**src/rtl/proc_wait_ctrl.sv**
```systemverilog
// Wait-command sequencer: runs relative/external timed waits, event waits, reports illegal commands.
// Latency: accept at edge T -> WAIT/EVENT/DONE from T+1; timed wait of N lasts N cycles, DONE at T+N+1.
// Backpressure: cmd_ready is high only in IDLE, so an accepted command blocks the next until DONE/abort.
//
// Ports:
//   clk            sole clock, rising edge
//   rst            asynchronous active-low reset
//   cmd_valid      command present
//   cmd_ready      block idle and able to take a command
//   cmd_type       1 = relative wait, 2 = external wait, 3 = event wait, others illegal
//   proc_rel_time  cycle count used by a relative wait
//   proc_ext_time  cycle count used by an external wait
//   event_hit      single-cycle strobe that ends an event wait
//   abort          cancels an active wait (WAIT or EVENT)
//   ckg_ind        clock-gate indicator, high while waiting
//   wait_done      one-cycle completion pulse
//   cmd_err        one-cycle pulse after an illegal command is taken
//   wait_cnt       current down-counter value
module proc_wait_ctrl #(
    parameter int PARA = 4
) (
    input  logic            clk,
    input  logic            rst,
    input  logic            cmd_valid,
    output logic            cmd_ready,
    input  logic [4:0]      cmd_type,
    input  logic [PARA-1:0] proc_rel_time,
    input  logic [PARA-1:0] proc_ext_time,
    input  logic            event_hit,
    input  logic            abort,
    output logic            ckg_ind,
    output logic            wait_done,
    output logic            cmd_err,
    output logic [PARA-1:0] wait_cnt
);

    // ------------------------------------------------------------------
    // Encodings
    // ------------------------------------------------------------------
    localparam logic [1:0] ST_IDLE  = 2'd0;
    localparam logic [1:0] ST_WAIT  = 2'd1;
    localparam logic [1:0] ST_EVENT = 2'd2;
    localparam logic [1:0] ST_DONE  = 2'd3;

    localparam logic [4:0] TYPE_REL = 5'd1;
    localparam logic [4:0] TYPE_EXT = 5'd2;
    localparam logic [4:0] TYPE_EVT = 5'd3;

    localparam logic [PARA-1:0] CNT_ZERO = '0;
    localparam logic [PARA-1:0] CNT_ONE  = PARA'(1);

    // ------------------------------------------------------------------
    // State
    // ------------------------------------------------------------------
    logic [1:0]      state_q, state_d;
    logic [PARA-1:0] cnt_q,   cnt_d;
    logic            cmd_err_q, cmd_err_d;

    // ------------------------------------------------------------------
    // Command decode
    // ------------------------------------------------------------------
    logic            cmd_accept;
    logic            is_timed;
    logic            is_event;
    logic [PARA-1:0] sel_time;

    assign cmd_accept = cmd_valid && (state_q == ST_IDLE);
    assign is_timed   = (cmd_type == TYPE_REL) || (cmd_type == TYPE_EXT);
    assign is_event   = (cmd_type == TYPE_EVT);
    // Only meaningful when is_timed; type 1 takes the relative field, type 2 the external one.
    assign sel_time   = (cmd_type == TYPE_EXT) ? proc_ext_time : proc_rel_time;

    // ------------------------------------------------------------------
    // Next-state logic
    // ------------------------------------------------------------------
    always_comb begin
        state_d   = state_q;
        cnt_d     = cnt_q;
        cmd_err_d = 1'b0;

        case (state_q)
            ST_IDLE: begin
                if (cmd_accept) begin
                    if (is_timed) begin
                        // A zero-length wait goes straight to DONE so the gate never opens.
                        if (sel_time == CNT_ZERO) begin
                            state_d = ST_DONE;
                        end else begin
                            state_d = ST_WAIT;
                            cnt_d   = sel_time;
                        end
                    end else if (is_event) begin
                        // Counter deliberately untouched for event waits.
                        state_d = ST_EVENT;
                    end else begin
                        cmd_err_d = 1'b1;
                    end
                end
            end

            ST_WAIT: begin
                // Abort wins over the final count so a cancelled wait never signals done.
                if (abort) begin
                    state_d = ST_IDLE;
                    cnt_d   = CNT_ZERO;
                end else if (cnt_q == CNT_ONE) begin
                    state_d = ST_DONE;
                end else begin
                    cnt_d = cnt_q - CNT_ONE;
                end
            end

            ST_EVENT: begin
                if (abort) begin
                    state_d = ST_IDLE;
                    cnt_d   = CNT_ZERO;
                end else if (event_hit) begin
                    state_d = ST_DONE;
                end
            end

            ST_DONE: begin
                state_d = ST_IDLE;
            end

            default: begin
                state_d = ST_IDLE;
            end
        endcase
    end

    // ------------------------------------------------------------------
    // Registers
    // ------------------------------------------------------------------
    always_ff @(posedge clk or negedge rst) begin
        if (!rst) begin
            state_q   <= ST_IDLE;
            cnt_q     <= CNT_ZERO;
            cmd_err_q <= 1'b0;
        end else begin
            state_q   <= state_d;
            cnt_q     <= cnt_d;
            cmd_err_q <= cmd_err_d;
        end
    end

    // ------------------------------------------------------------------
    // Outputs: all decoded from registered state, no input-to-output path
    // ------------------------------------------------------------------
    assign cmd_ready = (state_q == ST_IDLE);
    assign ckg_ind   = (state_q == ST_WAIT) || (state_q == ST_EVENT);
    assign wait_done = (state_q == ST_DONE);
    assign cmd_err   = cmd_err_q;
    assign wait_cnt  = cnt_q;

endmodule

```
**config.mk**
```make
export PLATFORM = sky130hd
export DESIGN_NAME = proc_wait_ctrl
export DESIGN_NICKNAME = d
export VERILOG_FILES = /design/src/rtl/proc_wait_ctrl.sv
export SDC_FILE = /design/constraint.sdc
export NUM_CORES = 1
export LEC_CHECK = 0
export CORE_AREA = 2 2 49 51
export DETAILED_ROUTE_END_ITERATION = 16
export DIE_AREA = 0 0 51 53
export MAX_ROUTING_LAYER = met4
export PLACE_DENSITY = 0.61
export SETUP_SLACK_MARGIN = 0.15
export SYNTH_ARGS = -nofsm -noshare
export SYNTH_HDL_FRONTEND = slang
export SYNTH_SLANG_ARGS = --single-unit
```
**constraint.sdc**
```tcl
create_clock -name clk -period 2.1 [get_ports clk]
set_input_delay 0.42 -clock clk [delete_from_list [all_inputs] [get_ports clk]]
set_output_delay 0.42 -clock clk [all_outputs]
set_load 0.05 [all_outputs]
```
Yosys cells after proc, flatten, opt, wreduce, memory -nomap -nowiden --
Index checks and enable logic that the tools add are counted.
Word-level totals: output and inout bits 8, flip-flop bits (word level) 7, bits of input ports 18, logic and storage cells 48
Operators by class: reductions and logical operators 8, add/sub/neg operators 1, equal/unequal tests 15, mux-type cells 21
Operator list (count):
- $mux W4 | 7
- $mux W2 | 8
- $pmux W4 S3 | 1
- $eq A5 B2 Y1 const B | 2
- $ne A3 B3 Y1 const B | 3
- $pmux W2 S4 | 1
- $reduce_and A6 Y1 | 1
- $eq A5 B1 Y1 const B | 1
- $eq A2 B2 Y1 const B | 2
- $eq A4 B1 Y1 const B | 1
- $logic_not A4 Y1 | 1
- $mux W1 | 4
- $ne A2 B1 Y1 const B | 2
- $ne A2 B2 Y1 const B | 2
- $reduce_and A4 Y1 | 1
- $sub A4 B1 Y4 const B | 1
- $ne A3 B1 Y1 const B | 1
- $reduce_bool A3 Y1 | 1
- $eq A2 B1 Y1 const B | 1
- $logic_not A2 Y1 | 1
- $logic_or A1 B1 Y1 | 2
- $logic_and A1 B1 Y1 | 1

Logic depth before layout (Yosys ltp) --
depth in word-level cells 7, mapped depth 8, mapped depth without buffers 7

Least setup slack after synthesis --
Ideal clock, no wire load.
path type flip-flop to flip-flop, start point register state_q[0], end point register cnt_q[1], in the netlist wait_cnt[1], clock period less this slack 2.059 ns, stages on the path, launching flop included 9, buffers on the path 1, slack 0.041 ns, setup time 0.079 ns, data required time 2.021 ns, arrival 1.979 ns, cell sequence dfrtp_1 -> inv_1 -> ha_1 -> buf_4 -> nand2b_1 -> nor4_1 -> o2bb2ai_4 -> nand2_1 -> mux2i_1
Between the ends: word-level cells in the longest chain between the ends 4, elaborated cells between the ends (all ways) 12, those cells by class eq/ne (7); mux (1); reduce/logical (4)
RTL lines:
- from (decl) | line 55 | logic [1:0] state_q, state_d;
- from (signal assigned) | line 141 | state_q <= state_d;
- $logic_not A2 Y1 *
- via cmd_ready | line 25 | output logic cmd_ready,
- $logic_and A1 B1 Y1 | line 67 | assign cmd_accept = cmd_valid && (state_q == ST_IDLE);
- $ne A2 B1 Y1 (no source line)
- $reduce_and A6 Y1 (no source line)
- to (signal assigned) | line 142 | cnt_q <= cnt_d;
- to (decl) | line 56 | logic [PARA-1:0] cnt_q, cnt_d;
The timed path passes the listed nets; every way through them passes the cells marked *. A chain may end at the register's enable or synchronous reset.

Final worst setup path --
start point register cnt_q[1], in the netlist wait_cnt[1], end point output wait_cnt[1]
RTL lines:
- to (decl) | line 34 | output logic [PARA-1:0] wait_cnt
No word-level cell between the ends.

==> impl_metrics.toml <==
[run_status]
status = "finished, final reports clean"

[critical_path]
reg2reg_from = "wait_cnt[1]"
critPathMaxFanout = 4
crit_path_start_kind = "flop"
rr_worst_depth = 7
worstPathArrival_ps = 1460
r2r_slack_ps = 280
cp_top_family = "buffers and inverters"
crit_required_ps = 1680
path_cells = "clkdlybuf4s50_1"
slowest_delay_ps = 820
r2r_end = "wait_cnt[1]"
cp_num_buf_inv = 1
slowest_stage = "clkdlybuf4s50_1"
end_kind = "output pin"
path_class = "reg -> out"

[global_routing]
grt_pass1_vias = 638
grt_pass1_wl_um = 2900
antenna_found_initial = 0
grt_usage_pct = 14.9
grt-ovfl-total = 0
grt_max_degree = 13

[power_and_ir_drop]
finalPower_mw = 1.45
max-vdd-ir-drop_mv = 1.14
leakage_nw = 0.499
powerDensity_nw_per_um2 = 1330

[detailed_routing]
antenna_left = 0
num_vias = 697
viasPerCell = 5.05
drt_iter0_markers = 11
wl_per_cell_um = 12.3
dr.pass1.iters = 4
wirelength_um = 1700
drc = 0

[logic_synthesis]
ys_ff_latch = 7
syn_nets = 101
yosys_warnings = 0
synth_seq_area_share_pct = 24.6
synth_area_um2 = 712
synthCells = 77
synth_area_per_cell_um2 = 9.25
synth_cell_type_count = 40

[clocking]
cts_buffers = 3
ctsHtreeMaxLevel = 1
clkTransAtPathRegs_ps = 50
cts.path.max_buffers = 2
clk_latency_ps = 250
cts_tree = "built"
cts.hold.buffers_added = 0
cts_root_buf = "clkbuf_4"
cts_setup_buffers = 0
numClockSinks = 7
cts_resized = 0

[cells_and_area]
final_cell_mix = "clkdlybuf4s50_1, buf_4, inv_1, dfrtp_1"
n_antenna_cell = 0
drive_gt1_share_pct = 21.8
final_common_cell = "clkdlybuf4s50_1"
syn_to_final_growth_pct = 52.4
nets = 135
final_cells = 138
nFillCells = 213

[placement]
io_buffers = 25
gp_congestion = 0.858
post-place-cells = 134
dpl.hpwl_um = 1470

[die]
fp.dieH_um = 53
rows = 17
pin_count = 26
die_x_um = 51
die_area_um2 = 2700
fp.coreArea_um2 = 2150
start_util_pct = 33.1

[sta]
slew_viol_final = 0
timing.final.crit_share_pct = 89.3
maxSlewHeadroom_pct = 66.7
rsz0062_at_grt = "false"
setup_tns_ps = 0
finalHoldViolCount = 0
fin_skew_ps = 3.09
tightest_slew_ps = 498
setup-violations-final = 0
timing.final.crit_period_ps = 1880
fmax_ghz = 0.533

[min_path]
hold_path_class = "in -> async"

[flow_run]
drv_cap = 0
[power breakdown]
part           internal [mW]  total [mW]  switching [mW]
clock                 0.0723       0.118          0.0458
combinational          0.467        1.07           0.603
sequential             0.194       0.257          0.0636
total                  0.733        1.45           0.713
[final cells by class]
| class | instances | area, µm² | area share [%] |
|---|---|---|---|
| clock buffer | 4 | 26.3 | 2.42 |
| inverter | 6 | 22.5 | 2.08 |
| multi-input combinational | 62 | 504 | 46.5 |
| sequential | 7 | 176 | 16.3 |
| tap | 28 | 35.0 | 3.23 |
| timing repair buffer | 31 | 320 | 29.5 |
[how the worst max path moves through the flow]
stage                     cells after the start        start     endpoint
after floorplan                               6  wait_cnt[1]  wait_cnt[2]
after global placement                        6  cmd_type[4]  wait_cnt[2]
after detailed placement                      6  cmd_type[4]  wait_cnt[2]
after CTS                                     1  wait_cnt[3]  wait_cnt[3]
after global routing                          1  wait_cnt[1]  wait_cnt[1]
final                                         1  wait_cnt[1]  wait_cnt[1]
[per-layer routing]
metal	track usage, %	wire [µm]	up-vias
li1	-	-	357
met1	17.8	752	327
met2	25.1	869	13
met3	5.08	78	0
met4	1.35	0	0
met5	-	0	-
[kinds of logic after synthesis]
group / Yosys count / share of synthesized area [%]
buffers and inverters: 8 / 4.92
XOR/XNOR: 1 / 1.23
flip-flops: 7 / 24.6
AO/OA/AOI/OAI: 24 / 28.6
AND/OR/NAND/NOR: 26 / 22.7
adder cells (fa/ha/maj): 6 / 10.5
multiplexers: 5 / 7.38
[through the flow]
step	cell area, µm²	hold slack, ps	setup slack, ps	utilization [%]
after floorplan	716	124	182	-
after CTS	1080	435	176	50.1
final	1080	428	225	50.5
after global placement	1050	551	15.2	48.9
after global routing	1080	428	172	50.5
after detailed placement	1050	546	-5.83	48.9
[synth_stat cells, drive strengths merged]
library cell | number | area (µm²)
a21oi | 2 | 10.0
mux2i | 3 | 30.0
nor2b | 2 | 15.0
nor3 | 3 | 20.0
o211ai | 2 | 15.0
nor2 | 2 | 10.0
or3b | 1 | 8.76
a21boi | 2 | 15.0
a32o | 2 | 20.0
o41ai | 1 | 8.76
a221oi | 1 | 15.0
o21a | 1 | 7.51
nand2 | 6 | 30.0
and2b | 2 | 15.0
nand3 | 4 | 20.0
o2bb2ai | 2 | 36.3
a311oi | 1 | 8.76
or4 | 1 | 11.3
xor2 | 1 | 8.76
o211a | 1 | 10.0
o32ai | 1 | 8.76
nor4 | 2 | 12.5
ha | 6 | 75.1
nand2b | 2 | 12.5
and3 | 1 | 6.26
buf | 2 | 12.5
mux2 | 2 | 22.5
dfrtp | 7 | 175
o22ai | 1 | 6.26
inv | 6 | 22.5
o21ai | 7 | 42.5
[flip-flops by register name, summed over array words and instances, names as in the netlist]
name      count
cmd_err       1
state_q       2
wait_cnt      4
[worst register-to-register path, stage by stage (launching register included)]
cell and delay (ps):
dfrtp_1 410, inv_1 110, ha_1 140, or3b_1 410
nor2_2 140, and2b_1 210, nand2_1 110, mux2i_1 210
No activity file was read; power rests on OpenSTA's default activity.
